<file path="config.mk">
export PLATFORM = sky130hd
export DESIGN_NAME = sd_spi_card_responder
export DESIGN_NICKNAME = d
export VERILOG_FILES = /design/src/rtl/sd_spi_card_responder.sv
export SDC_FILE = /design/constraint.sdc
export NUM_CORES = 1
export LEC_CHECK = 0
export CAP_MARGIN = 20
export CORE_UTILIZATION = 52
export DETAILED_ROUTE_END_ITERATION = 10
export PLACE_DENSITY_LB_ADDON = 0.25
export SYNTH_ARGS = -nofsm -noshare
export SYNTH_HDL_FRONTEND = slang
export SYNTH_SLANG_ARGS = --single-unit
</file>
<file path="constraint.sdc">
create_clock -name clk -period 4.8 [get_ports clk]
set_input_delay 0.72 -clock clk [delete_from_list [all_inputs] [get_ports clk]]
set_output_delay 0.72 -clock clk [all_outputs]
set_load 0.03 [all_outputs]
</file>
<file path="src/rtl/sd_spi_card_responder.sv">
// SD SPI-mode card emulator: deframes 48-bit commands on DI, answers R1/R3/R7 on DO.
// Optional CRC7 command checking is enabled by defining SD_RESP_CRC_CHECK_EN.
module sd_spi_card_responder #(
    parameter int          NCR        = 2,
    parameter int          INIT_POLLS = 2,
    parameter logic [31:0] OCR        = 32'h00FF8000
) (
    input  logic        clk,
    input  logic        reset,
    input  logic        DI,
    output logic        DO,
    output logic        cmd_valid,
    output logic [5:0]  cmd_index,
    output logic [31:0] cmd_arg,
    output logic        frame_err,
    output logic        busy,
    output logic        in_idle
);
    localparam int         PW       = $clog2(INIT_POLLS + 2);
    localparam logic [3:0] GAP_LAST = 4'(NCR - 2);

    typedef enum logic [2:0] {HUNT, RECV, CHECK, GAP, SEND} state_t;
    state_t state, state_nxt;

    // frame_sr holds index, arg, crc7 and end bit; the tx bit is checked on the fly
    logic [45:0]   frame_sr;
    logic [5:0]    bit_cnt;
    logic [3:0]    gap_cnt;
    logic [39:0]   resp_sr;
    logic          resp_long;
    logic          app_cmd;
    logic [PW-1:0] poll_cnt;

    logic [5:0]    f_index;
    logic [31:0]   f_arg;
    logic [6:0]    f_crc;
    logic          f_end;
    logic          crc_err;

    assign f_index = frame_sr[45:40];
    assign f_arg   = frame_sr[39:8];
    assign f_crc   = frame_sr[7:1];
    assign f_end   = frame_sr[0];

`ifdef SD_RESP_CRC_CHECK_EN
    function automatic logic [6:0] crc7(input logic [39:0] d);
        logic [6:0] c;
        logic       fb;
        c = '0;
        for (int i = 39; i >= 0; i--) begin
            fb = d[i] ^ c[6];
            c  = {c[5:0], 1'b0} ^ (fb ? 7'h09 : 7'h00);
        end
        return c;
    endfunction

    assign crc_err = (crc7({2'b01, f_index, f_arg}) != f_crc);
`else
    logic unused_crc;
    assign unused_crc = ^f_crc;
    assign crc_err    = 1'b0;
`endif

    // Command side effects and response word, evaluated while in CHECK
    logic          illegal;
    logic          resp_is_long;
    logic          n_in_idle;
    logic          n_app_cmd;
    logic [PW-1:0] n_poll;
    logic [7:0]    r1;
    logic [39:0]   resp_word;

    always_comb begin
        n_in_idle    = in_idle;
        n_app_cmd    = app_cmd;
        n_poll       = poll_cnt;
        illegal      = 1'b0;
        resp_is_long = 1'b0;
        if (!crc_err) begin
            n_app_cmd = 1'b0;
            case (f_index)
                6'd0: begin
                    n_in_idle = 1'b1;
                    n_poll    = '0;
                end
                6'd8:  resp_is_long = 1'b1;
                6'd16: ;
                6'd55: n_app_cmd = 1'b1;
                6'd41: begin
                    if (!app_cmd)
                        illegal = 1'b1;
                    else if (poll_cnt < PW'(INIT_POLLS)) begin
                        n_poll    = poll_cnt + PW'(1);
                        n_in_idle = 1'b1;
                    end else
                        n_in_idle = 1'b0;
                end
                6'd58: resp_is_long = 1'b1;
                default: illegal = 1'b1;
            endcase
        end
        r1        = {4'b0000, crc_err, illegal, 1'b0, n_in_idle};
        resp_word = {r1, 32'h0};
        if (resp_is_long)
            resp_word = (f_index == 6'd8) ? {r1, 20'h0, 4'h1, f_arg[7:0]}
                                          : {r1, ~n_in_idle, OCR[30:0]};
    end

    always_ff @(posedge clk or posedge reset) begin
        if (reset) state <= HUNT;
        else       state <= state_nxt;
    end

    // CHECK is the first of the NCR idle cycles, so GAP covers the remaining NCR-1
    always_comb begin
        state_nxt = state;
        case (state)
            HUNT: if (!DI) state_nxt = RECV;
            RECV: begin
                if (bit_cnt == 6'd0 && !DI) state_nxt = HUNT;
                else if (bit_cnt == 6'd46)  state_nxt = CHECK;
            end
            CHECK: begin
                if (!f_end)        state_nxt = HUNT;
                else if (NCR == 1) state_nxt = SEND;
                else               state_nxt = GAP;
            end
            GAP:  if (gap_cnt == GAP_LAST) state_nxt = SEND;
            SEND: if (bit_cnt == (resp_long ? 6'd39 : 6'd7)) state_nxt = HUNT;
            default: state_nxt = HUNT;
        endcase
    end

    always_ff @(posedge clk or posedge reset) begin
        if (reset) begin
            frame_sr  <= '0;
            bit_cnt   <= '0;
            gap_cnt   <= '0;
            resp_sr   <= '1;
            resp_long <= 1'b0;
            app_cmd   <= 1'b0;
            poll_cnt  <= '0;
            in_idle   <= 1'b1;
            cmd_valid <= 1'b0;
            cmd_index <= '0;
            cmd_arg   <= '0;
            frame_err <= 1'b0;
        end else begin
            cmd_valid <= 1'b0;
            frame_err <= 1'b0;
            case (state)
                HUNT: bit_cnt <= '0;
                RECV: begin
                    bit_cnt <= bit_cnt + 6'd1;
                    if (bit_cnt != 6'd0) frame_sr <= {frame_sr[44:0], DI};
                end
                CHECK: begin
                    gap_cnt <= '0;
                    bit_cnt <= '0;
                    if (!f_end)
                        frame_err <= 1'b1;
                    else begin
                        cmd_index <= f_index;
                        cmd_arg   <= f_arg;
                        cmd_valid <= !crc_err;
                        in_idle   <= n_in_idle;
                        app_cmd   <= n_app_cmd;
                        poll_cnt  <= n_poll;
                        resp_sr   <= resp_is_long ? resp_word : {resp_word[39:32], 32'hFFFF_FFFF};
                        resp_long <= resp_is_long;
                    end
                end
                GAP:  gap_cnt <= gap_cnt + 4'd1;
                SEND: begin
                    resp_sr <= {resp_sr[38:0], 1'b1};
                    bit_cnt <= bit_cnt + 6'd1;
                end
                default: ;
            endcase
        end
    end

    assign DO   = (state == SEND) ? resp_sr[39] : 1'b1;
    assign busy = (state != HUNT);

endmodule

</file>
Yosys cells after proc, flatten, opt, wreduce, memory -nomap -nowiden

Cells that the tools add are included.

Bits of input ports: 3
Register bits after elaboration: 144
Output and inout port bits: 43
Word-level logic and storage cells: 87

Add/subtract/negate cells: 3
Order comparisons: 1
Reductions and logical operators: 21
Eq/ne operators: 18
Mux-type cells: 30
Bitwise logic cells: 1

Operator list:

| operator              | count |
|---|---|
| $mux W32              | 3 |
| $pmux W40 S2          | 1 |
| $mux W40              | 1 |
| $eq A6 B6 Y1 const B  | 4 |
| $mux W3               | 5 |
| $pmux W3 S5           | 1 |
| $logic_not A6 Y1      | 2 |
| $ne A2 B2 Y1 const B  | 6 |
| $pmux W6 S2           | 1 |
| $mux W1               | 10 |
| $pmux W4 S2           | 1 |
| $reduce_bool A2 Y1    | 4 |
| $add A6 B1 Y6 const B | 1 |
| $eq A3 B2 Y1 const B  | 2 |
| $eq A6 B4 Y1 const B  | 1 |
| $eq A6 B5 Y1 const B  | 1 |
| $eq A6 B6 Y1          | 1 |
| $mux W2               | 3 |
| $mux W6               | 1 |
| $reduce_and A2 Y1     | 3 |
| $reduce_bool A6 Y1    | 1 |
| $reduce_or A2 Y1      | 3 |
| $reduce_and A5 Y1     | 1 |
| $reduce_or A5 Y1      | 1 |
| 15 further kinds      | 16 |

Longest topological paths before layout

Gate-level depths: netlist of the first run.

Depth in word-level cells: 10
Gate-level depth with buffers: 9

Worst setup path before layout of the first run

No wires, ideal clock.

Path kind: reg-to-output
Start: register state[0]
End: output port DO
Path buffers: 1
Required time: 4080 ps
Cell stages (with the launch flop): 4
Slack: 2574 ps
Arrival time: 1506 ps
Cells stage by stage: dfrtp_1 nor3b_1 clkbuf_1 nand2b_1

Longest elaborated chain between the ends: 2

Ends and longest elaborated chain:

| what                   | line | text |
|---|---|---|
| start, declared        | 23   | `state_t state, state_nxt;` |
| start signal, assigned | 111  | `else state <= state_nxt;` |
| $eq A3 B3 Y1           | 183  | `assign DO = (state == SEND) ? resp_sr[39] : 1'b1;` |
| $mux W1                | 183  |  |
| end, declared          | 11   | `output logic DO,` |

Every way passes these cells.

Worst setup path in the final report of the first run

Start: register state[2]
End: output port DO

Same word-level chain as after synthesis.

==> run_results.csv, run 1 <==
group,metric,value,unit
status,status,"completed",
timing,setup_tns,0,ns
power_and_ir_drop,p_per_area,445,mW/mm^2
synth,ys_seq_elements,144,
layout,mostFrequentLayoutCells,"nand2_1 (146), dfrtp_1 (103), mux2_2 (45), clkdlybuf4s50_1 (45), dfstp_2 (41)",
power_and_ir_drop,total_power,3.21,mW
cts,cts_tree,"built",
timing,hold_viol_final,0,
timing,fin_ws,1.49,ns
synth,synth.top_cell.area_share,0.428,
power_and_ir_drop,p_leak,3.37,nW
layout,design_area,0.00721,mm^2
cts,insertion_delay,0.42,ns
critical_path,cp_max_fo,53,
cts,cts_htree_levels,4,
place,routabilityCongestion,0.779,
cts,clock_tree.root_cell,"clkbuf_16",
global_routing,grt_pass1_wl,19.2,mm
timing,timing.fmax,302,MHz
synth,syn_area,0.00602,mm^2
drt,dr.pass1.iters,4,
synth,synth_edf_count,0,
synth,yosys-top-cells-area,"dfrtp_1 (43%), dfstp_2 (18%), nand2_1 (9.2%)",
synth,postSynthAreaPerCell,11.1,um^2
timing,setup_viol,0,
place,dp_slack,1.93,ns
layout,final_common_cell,"nand2_1",
cts,path_clk_slew,0.06,ns
cts,clock-sinks,144,
job,drv_cap,0,
place,port_buffers,45,
drt,wirelength,11.2,mm
cts,cts_buffer_depth,2,
synth,synthArstFlopShare,1.00,
place,post-dp-hpwl,6.60,mm
layout,final_nets,586,
cts,ctsHoldBuffers,0,
min_path,min_path_type,"flop to flop",
power_and_ir_drop,ir_worst_vdd,0.000336,V
global_routing,grt.overflow.total,0,
place,dpl_cell_area,0.00655,mm^2
layout,n_antenna_cell,0,
synth,yosysWarnings,0,
synth,syn_inst,543,
drt,via_per_inst,5.56,
critical_path,setup.worst_path.class,"flop to primary output",
synth,synth_cell_types,53,
layout,drive_gt1_frac,0.220,
timing,maxSlewViolCount,0,
cts,cts_made_buffers,17,
critical_path,critPathRequiredTime,4.08,ns
timing,clock_skew,0.00829,ns
global_routing,grt_usage,0.210,
timing,maxSlewHeadroom,0.279,
layout,syn2layout_area_growth,19.6,%
drt,routedWlPerCell,15.3,um
drt,drc_errors,0,
timing,fin_crit_sh,0.690,
synth,synth_nets,551,
cts,cts.repair.resized,0,
drt,drt-initial-drc-count,192,
floorplanning,core-area,0.0111,mm^2
drt,antenna_left,0,
synth,ys_seq_area_frac,0.607,
layout,fin_util,0.651,
global_routing,grt_max_degree,119,
timing,finalCriticalPeriod,3.31,ns
critical_path,critPathLaunchType,"flop",
timing,worstMarginPinSlew,1.08,ns
timing,rsz0062_at_grt,"no",
critical_path,cp.arrival,2.59,ns
floorplanning,dieArea,0.0120,mm^2
floorplanning,die_h,110,um
synth,yosys.area.top_type,"dfrtp_1",
floorplanning,fp-row-count,38,
drt,vias,4063,
critical_path,setup.worst_path.end_class,"primary output",
cts,postCtsSetupBuffers,0,
floorplanning,die_w,110,um
global_routing,antenna_found_initial,0,
global_routing,grt_pass1_vias,4038,
synth,synth-main-ff-cell,"dfrtp_1",
floorplanning,start_util,0.544,
floorplanning,ios,46,
final timing paths:
path                           endpoint        start  cells after the start  slack (ns)
setup reg to reg            resp_sr[32]     state[2]                      6        1.86
hold / removal              resp_sr[22]  resp_sr[21]                      2        0.47
setup / recovery                     DO     state[2]                      4        1.49
max in group asynchronous  frame_sr[31]        reset                      4        3.10
hold reg to reg             resp_sr[22]  resp_sr[21]                      2        0.47
min in group asynchronous  frame_sr[41]        reset                      2        0.68
cell type report:
cell class	instances	area, um^2
clock buffers	20	447
clock inverters	12	183
fillers	862	3870
inverters	11	46.3
multi-input cells	353	2190
flip-flops and latches	144	3650
well taps	140	175
repair buffers	51	515
layer usage:
layer  vias up  track usage  part of all wire  routed length [um]
li1       1943            -                 -                   -
met1      2047        0.280              0.46                5120
met2        62        0.320              0.48                5390
met3        11       0.0729             0.049                 549
met4         0       0.0762            0.0088                  98
met5         -            0                 0                   0
through the flow:
step	instances	hold WS, ns
after floorplan	543	0.449
after global placement	698	0.456
after detailed placement	698	0.462
after CTS	730	0.468
after global routing	731	0.493
final	731	0.469
state kept, by name (all words and copies together), names as in the netlist, 2 cells and up:
name / flops
gap_cnt: 4
poll_cnt: 2
bit_cnt: 6
state: 3
cmd_index: 6
cmd_arg: 32
resp_sr: 40
frame_sr: 46
report_power, final:
group / switching (mW) / internal [mW] / leakage, nW
logic: 0.200 / 0.217 / 1.25
clock network: 0.502 / 0.886 / 0.297
registers: 0.0918 / 1.31 / 1.83
total: 0.794 / 2.42 / 3.37
cell usage after synthesis, drive strengths merged (3+ instances only):
| cell | instances |
|---|---|
| a21o | 4 |
| a21oi | 12 |
| a221o | 15 |
| a22o | 10 |
| a22oi | 7 |
| a31oi | 3 |
| and2 | 3 |
| buf | 7 |
| clkbuf | 28 |
| dfrtp | 103 |
| dfstp | 41 |
| ha | 5 |
| inv | 11 |
| mux2 | 45 |
| mux2i | 3 |
| nand2 | 147 |
| nand3 | 4 |
| nor2 | 24 |
| nor3 | 12 |
| o21ai | 15 |
| o31a | 3 |
| o31ai | 11 |
cell families after synthesis:
family,count (synthesis),synth area share
and+or+nand+nor,210,0.150
DFF,144,0.607
AOI/OAI and AO/OA,89,0.110
muxes,48,0.0891
buffers and inverters,46,0.0324
adders and majority gates,5,0.0104
xor gates and xnor gates,1,0.00145
worst max-delay path: stages (launching register included):
cell	delay, ns
dfrtp_1	0.72
nor3b_2	0.27
buf_4	0.46
nand2b_1	0.11
clkdlybuf4s50_1	0.61
No activity file was read; power rests on OpenSTA's default activity.
==> run 2, diff against run 1 <==
==> constraint.sdc (replaced) <==
create_clock -name clk -period 2.95 [get_ports clk]
set_input_delay 0.4425 -clock clk [delete_from_list [all_inputs] [get_ports clk]]
set_output_delay 0.4425 -clock clk [all_outputs]
set_load 0.03 [all_outputs]
==> run_results.csv, run 2 (synthesized netlist as in run 1, its figures left out) <==
group,metric,value,unit
status,status,"completed",
cts,postCtsSetupBuffers,0,
floorplanning,start_util,0.544,
layout,reg_top3,"frame_sr x46, resp_sr x40, cmd_arg x32",
cts,ctsHoldBuffers,0,
timing,clock_skew,0.0151,ns
power_and_ir_drop,p_sw_frac,0.255,
cts,cts_htree_levels,4,
power_and_ir_drop,p_leak,3.37,nW
power_and_ir_drop,ir_worst_vdd,0.000500,V
drt,drc_errors,0,
min_path,min_path_type,"primary input to async pin",
job,drv_cap,0,
power_and_ir_drop,p_per_area,710,mW/mm^2
timing,maxSlewHeadroom,0.438,
drt,wirelength,11.5,mm
critical_path,setup.worst_path.class,"flop to primary output",
layout,largest-register,"frame_sr",
floorplanning,dieArea,0.0120,mm^2
layout,final_nets,588,
cts,cts_made_buffers,17,
layout,largest_reg_flops,46,
cts,clock_tree.root_cell,"clkbuf_16",
timing,maxSlewViolCount,0,
global_routing,grt_pass1_wl,19.9,mm
drt,drt-initial-drc-count,226,
place,port_buffers,45,
timing,worstMarginPinSlew,0.841,ns
layout,multi_input_area,0.00219,mm^2
critical_path,cp-startpoint,"state[2]",
place,post-dp-hpwl,6.99,mm
global_routing,grt_pass1_vias,4201,
layout,final_common_cell,"nand2_1",
timing,hold_viol_final,0,
timing,fin_crit_sh,0.926,
drt,antenna_left,0,
cts,cts_buffer_depth,2,
critical_path,setup.worst_path.end_class,"primary output",
cts,clock-sinks,144,
layout,n_antenna_cell,0,
power_and_ir_drop,pwr-share-comb,0.134,
floorplanning,fp-row-count,38,
timing,timing.fmax,366,MHz
floorplanning,die_w,110,um
power_and_ir_drop,clkPwrFrac,0.417,
power_and_ir_drop,p_seq_frac,0.450,
place,routabilityCongestion,0.771,
global_routing,grt_max_degree,75,
layout,regArea,0.00365,mm^2
global_routing,grt_usage,0.219,
critical_path,slowest_delay,0.70,ns
cts,cts_tree,"built",
critical_path,critPathRequiredTime,2.51,ns
critical_path,reg2reg_from,"state[2]",
drt,via_per_inst,5.58,
cts,path_clk_slew,0.06,ns
global_routing,antenna_found_initial,0,
layout,fin_util,0.650,
critical_path,slowest_stage,"dfrtp_1",
drt,vias,4087,
power_and_ir_drop,intPower,3.81,mW
floorplanning,die_h,110,um
layout,mostFrequentLayoutCells,"nand2_1 (146), dfrtp_1 (103), mux2_2 (45), clkdlybuf4s50_1 (45), dfstp_2 (41)",
cts,cts.repair.resized,0,
timing,setup_viol,0,
global_routing,grt.overflow.total,0,
layout,syn2layout_area_growth,19.4,%
cts,insertion_delay,0.42,ns
critical_path,cp.arrival,2.29,ns
drt,dr.pass1.iters,4,
floorplanning,ios,46,
critical_path,crit_path_cell_trace,"nor3b_2 > nand2b_1 > clkdlybuf4s50_1",
floorplanning,core-area,0.0111,mm^2
critical_path,critPathLaunchType,"flop",
timing,rsz0062_at_grt,"no",
drt,routedWlPerCell,15.7,um
layout,drive_gt1_frac,0.224,
power_and_ir_drop,power.switching,1.30,mW
timing,setup_tns,0,ns
timing,finalCriticalPeriod,2.73,ns
layout,final.fill_count,842,
critical_path,cp_max_fo,22,
-- run 2: changes by cell type in the layout (fill, tap and decap cells not counted) --
| cell | previous run | this run |
|---|---|---|
| buf_4 | 5 | 6 |
| clkinv_4 | 3 | 1 |
| buf_16 | 1 | 0 |
| clkbuf_8 | 1 | 3 |
| bufinv_16 | 4 | 2 |
| clkbuf_1 | 2 | 1 |
| clkinv_2 | 1 | 2 |
| inv_6 | 2 | 3 |
| clkinvlp_4 | 3 | 4 |
| buf_12 | 0 | 2 |
-- run 2: final cells by class --
cell class | count | area share
clock buffer | 21 | 0.0654
tap | 140 | 0.0243
sequential | 144 | 0.508
timing repair buffer | 53 | 0.0744
clock inverter | 11 | 0.0177
multi-input combinational | 353 | 0.304
inverter | 11 | 0.00626
-- run 2: power groups by stage --
stage                     clock (mW)  combinational [mW]  sequential (mW)
after floorplan                    0               0.593             2.25
after global placement             0               0.669             2.32
after detailed placement           0               0.686             2.33
after CTS                       2.18               0.691             2.30
after global routing            2.26               0.758             2.33
final                           2.13               0.683             2.30
-- run 2: path summary, 6_finish.rpt --
| kind | endpoint | slack, ns | cells past startpoint |
|---|---|---|---|
| max in group asynchronous | resp_sr[25] | 1.68 | 3 |
| hold / removal | cmd_arg[15] | 0.44 | 2 |
| setup reg to reg | resp_sr[28] | 0.63 | 5 |
| min in group clk | cmd_index[4] | 0.47 | 2 |
| setup / recovery | DO | 0.22 | 3 |
| hold reg to reg | cmd_index[4] | 0.47 | 2 |
-- run 2: per-stage QoR --
step / setup slack, ns / power (mW) / cell area [um^2] / hold WS (ns) / std cells
final: 0.218 / 5.11 / 7200 / 0.443 / 733
after global routing: 0.0950 / 5.34 / 7200 / 0.489 / 733
after CTS: 0.223 / 5.16 / 7200 / 0.453 / 733
after detailed placement: 0.678 / 3.01 / 6600 / 0.461 / 701
after global placement: 0.712 / 2.99 / 6600 / 0.457 / 701
after floorplan: 0.736 / 2.84 / 6030 / 0.449 / 543
-- run 2: critical path, delay by kind of cell (launching register included) --
| family | cells | cell delay, ns |
|---|---|---|
| buf+inv | 1 | 0.60 |
| flops | 1 | 0.70 |
| simple gates | 2 | 0.56 |
-- run 2: layer usage --
metal	wire (um)	vias to the layer above	share of wire	track usage
li1	-	1948	-	-
met1	5260	2058	0.46	0.279
met2	5620	71	0.49	0.346
met3	487	10	0.042	0.0883
met4	101	0	0.0088	0.0600
met5	0	-	0	0
==> run 3, diff against run 2 <==
==> constraint.sdc (replaced) <==
create_clock -name clk -period 2.95 [get_ports clk]
set_input_delay 0.4425 -clock clk [delete_from_list [all_inputs] [get_ports clk]]
set_output_delay 0.4425 -clock clk [all_outputs]
set_load 0.02 [all_outputs]
==> run_results.csv, run 3 (synthesized netlist as in run 1, its figures left out) <==
group,metric,value,unit
status,status,"completed",
layout,multi_input_area,0.00219,mm^2
drt,highest_layer,"met4",
drt,drt-initial-drc-count,277,
timing,maxSlewHeadroom,0.551,
place,routabilityCongestion,0.789,
drt,vias,4101,
floorplanning,ios,46,
timing,fin_crit_sh,0.874,
drt,via_per_inst,5.59,
layout,regArea,0.00365,mm^2
timing,hold_ws,0.374,ns
timing,maxSlewViolCount,0,
cts,cts_buffer_depth,2,
timing,finalCriticalPeriod,2.58,ns
layout,fin_util,0.652,
drt,met3WireLength,461,um
layout,syn2layout_area_growth,20.0,%
critical_path,slowest_delay,0.71,ns
cts,cts.repair.resized,0,
critical_path,critical_path_buf_inv_count,1,
global_routing,grt.overflow.total,0,
timing,setup_viol,0,
drt,dr.pass1.iters,4,
power_and_ir_drop,p_per_area,729,mW/mm^2
critical_path,slowest_stage,"dfrtp_1",
global_routing,grt_pass1_vias,4083,
floorplanning,core-area,0.0111,mm^2
drt,routedWlPerCell,15.4,um
layout,n_antenna_cell,0,
floorplanning,start_util,0.544,
critical_path,cp.arrival,2.14,ns
critical_path,cp_max_fo,22,
layout,final.fill_count,847,
timing,rsz0062_at_grt,"no",
global_routing,grt_max_degree,98,
timing,timing.fmax,388,MHz
drt,wl_met1,5.22,mm
floorplanning,die_w,110,um
critical_path,setup.worst_path.class,"flop to primary output",
layout,final_nets,588,
critical_path,critPathRequiredTime,2.51,ns
floorplanning,die_h,110,um
min_path,min_path_type,"primary input to async pin",
critical_path,setup.worst_path.end_class,"primary output",
place,dp_slack,0.467,ns
place,port_buffers,45,
cts,clock-sinks,144,
job,drv_cap,0,
drt,route.met2.wl,5.48,mm
cts,ctsHoldBuffers,0,
layout,drive_gt1_frac,0.226,
floorplanning,dieArea,0.0120,mm^2
global_routing,grt_usage,0.212,
floorplanning,fp-row-count,38,
timing,clock_skew,0.00582,ns
cts,clock_tree.root_cell,"clkbuf_16",
timing,worstMarginPinSlew,0.671,ns
layout,design_area,0.00723,mm^2
power_and_ir_drop,ir_worst_vdd,0.000606,V
cts,cts_tree,"built",
place,post-dp-hpwl,6.90,mm
layout,largest_reg_flops,46,
power_and_ir_drop,p_leak,3.39,nW
layout,mostFrequentLayoutCells,"nand2_1 (146), dfrtp_1 (103), mux2_2 (45), clkdlybuf4s50_1 (45), dfstp_2 (41)",
critical_path,crit_path_cell_trace,"nor3b_2 > nand2b_1 > clkdlybuf4s50_1",
critical_path,crit_family,"flip-flops",
place,dpl_cell_area,0.00659,mm^2
drt,drc_errors,0,
cts,cts_htree_levels,4,
layout,largest-register,"frame_sr",
layout,final_common_cell,"nand2_1",
cts,path_clk_slew,0.06,ns
layout,reg_top3,"frame_sr x46, resp_sr x40, cmd_arg x32",
global_routing,grt_pass1_wl,19.5,mm
cts,postCtsSetupBuffers,0,
cts,insertion_delay,0.41,ns
timing,fin_ws,0.372,ns
drt,wirelength,11.3,mm
global_routing,antenna_found_initial,0,
timing,hold_viol_final,0,
cts,cts_made_buffers,17,
drt,antenna_left,0,
timing,setup_tns,0,ns
critical_path,critPathLaunchType,"flop",
[run 3: changes by cell type in the layout (fill, tap and decap cells not counted), sizes merged]
cell      change
clkinv        +2
inv           +2
bufinv        +2
clkbuf        -3
clkinvlp      -3
[run 3: layout make-up]
type                    instances  area share
flip-flops and latches        144       0.506
multi-input cells             353       0.303
repair buffers                 53      0.0724
clock buffers                  18      0.0608
clock inverters                14      0.0280
well taps                     140      0.0242
inverters                      11     0.00623
[run 3: path summary, 6_finish.rpt]
path	from	endpoint	slack, ns	depth (start not counted)
hold reg to reg	resp_sr[16]	resp_sr[17]	0.47	2
min in group clk	resp_sr[16]	resp_sr[17]	0.47	2
setup / recovery	state[2]	DO	0.37	3
hold / removal	reset	cmd_arg[17]	0.37	2
setup reg to reg	state[2]	resp_sr[26]	0.46	5
max in group asynchronous	reset	resp_sr[8]	1.73	3
[run 3: metal layers]
layer  GRT usage  up-vias
met3      0.0735        6
met1       0.274     2090
met5           0        -
met2       0.338       52
met4      0.0638        0
li1            -     1953
[run 3: per-stage QoR]
step / instances / total power, mW
2_1_floorplan: 543 / 2.84
3_3_place_gp: 701 / 2.97
3_5_place_dp: 701 / 3.00
4_1_cts: 733 / 5.31
5_1_grt: 733 / 5.48
6_report: 733 / 5.27
[run 3: power by group]
group	internal (mW)	total, mW	switching, mW
clock network	1.45	2.31	0.853
logic	0.351	0.668	0.317
registers	2.14	2.29	0.157
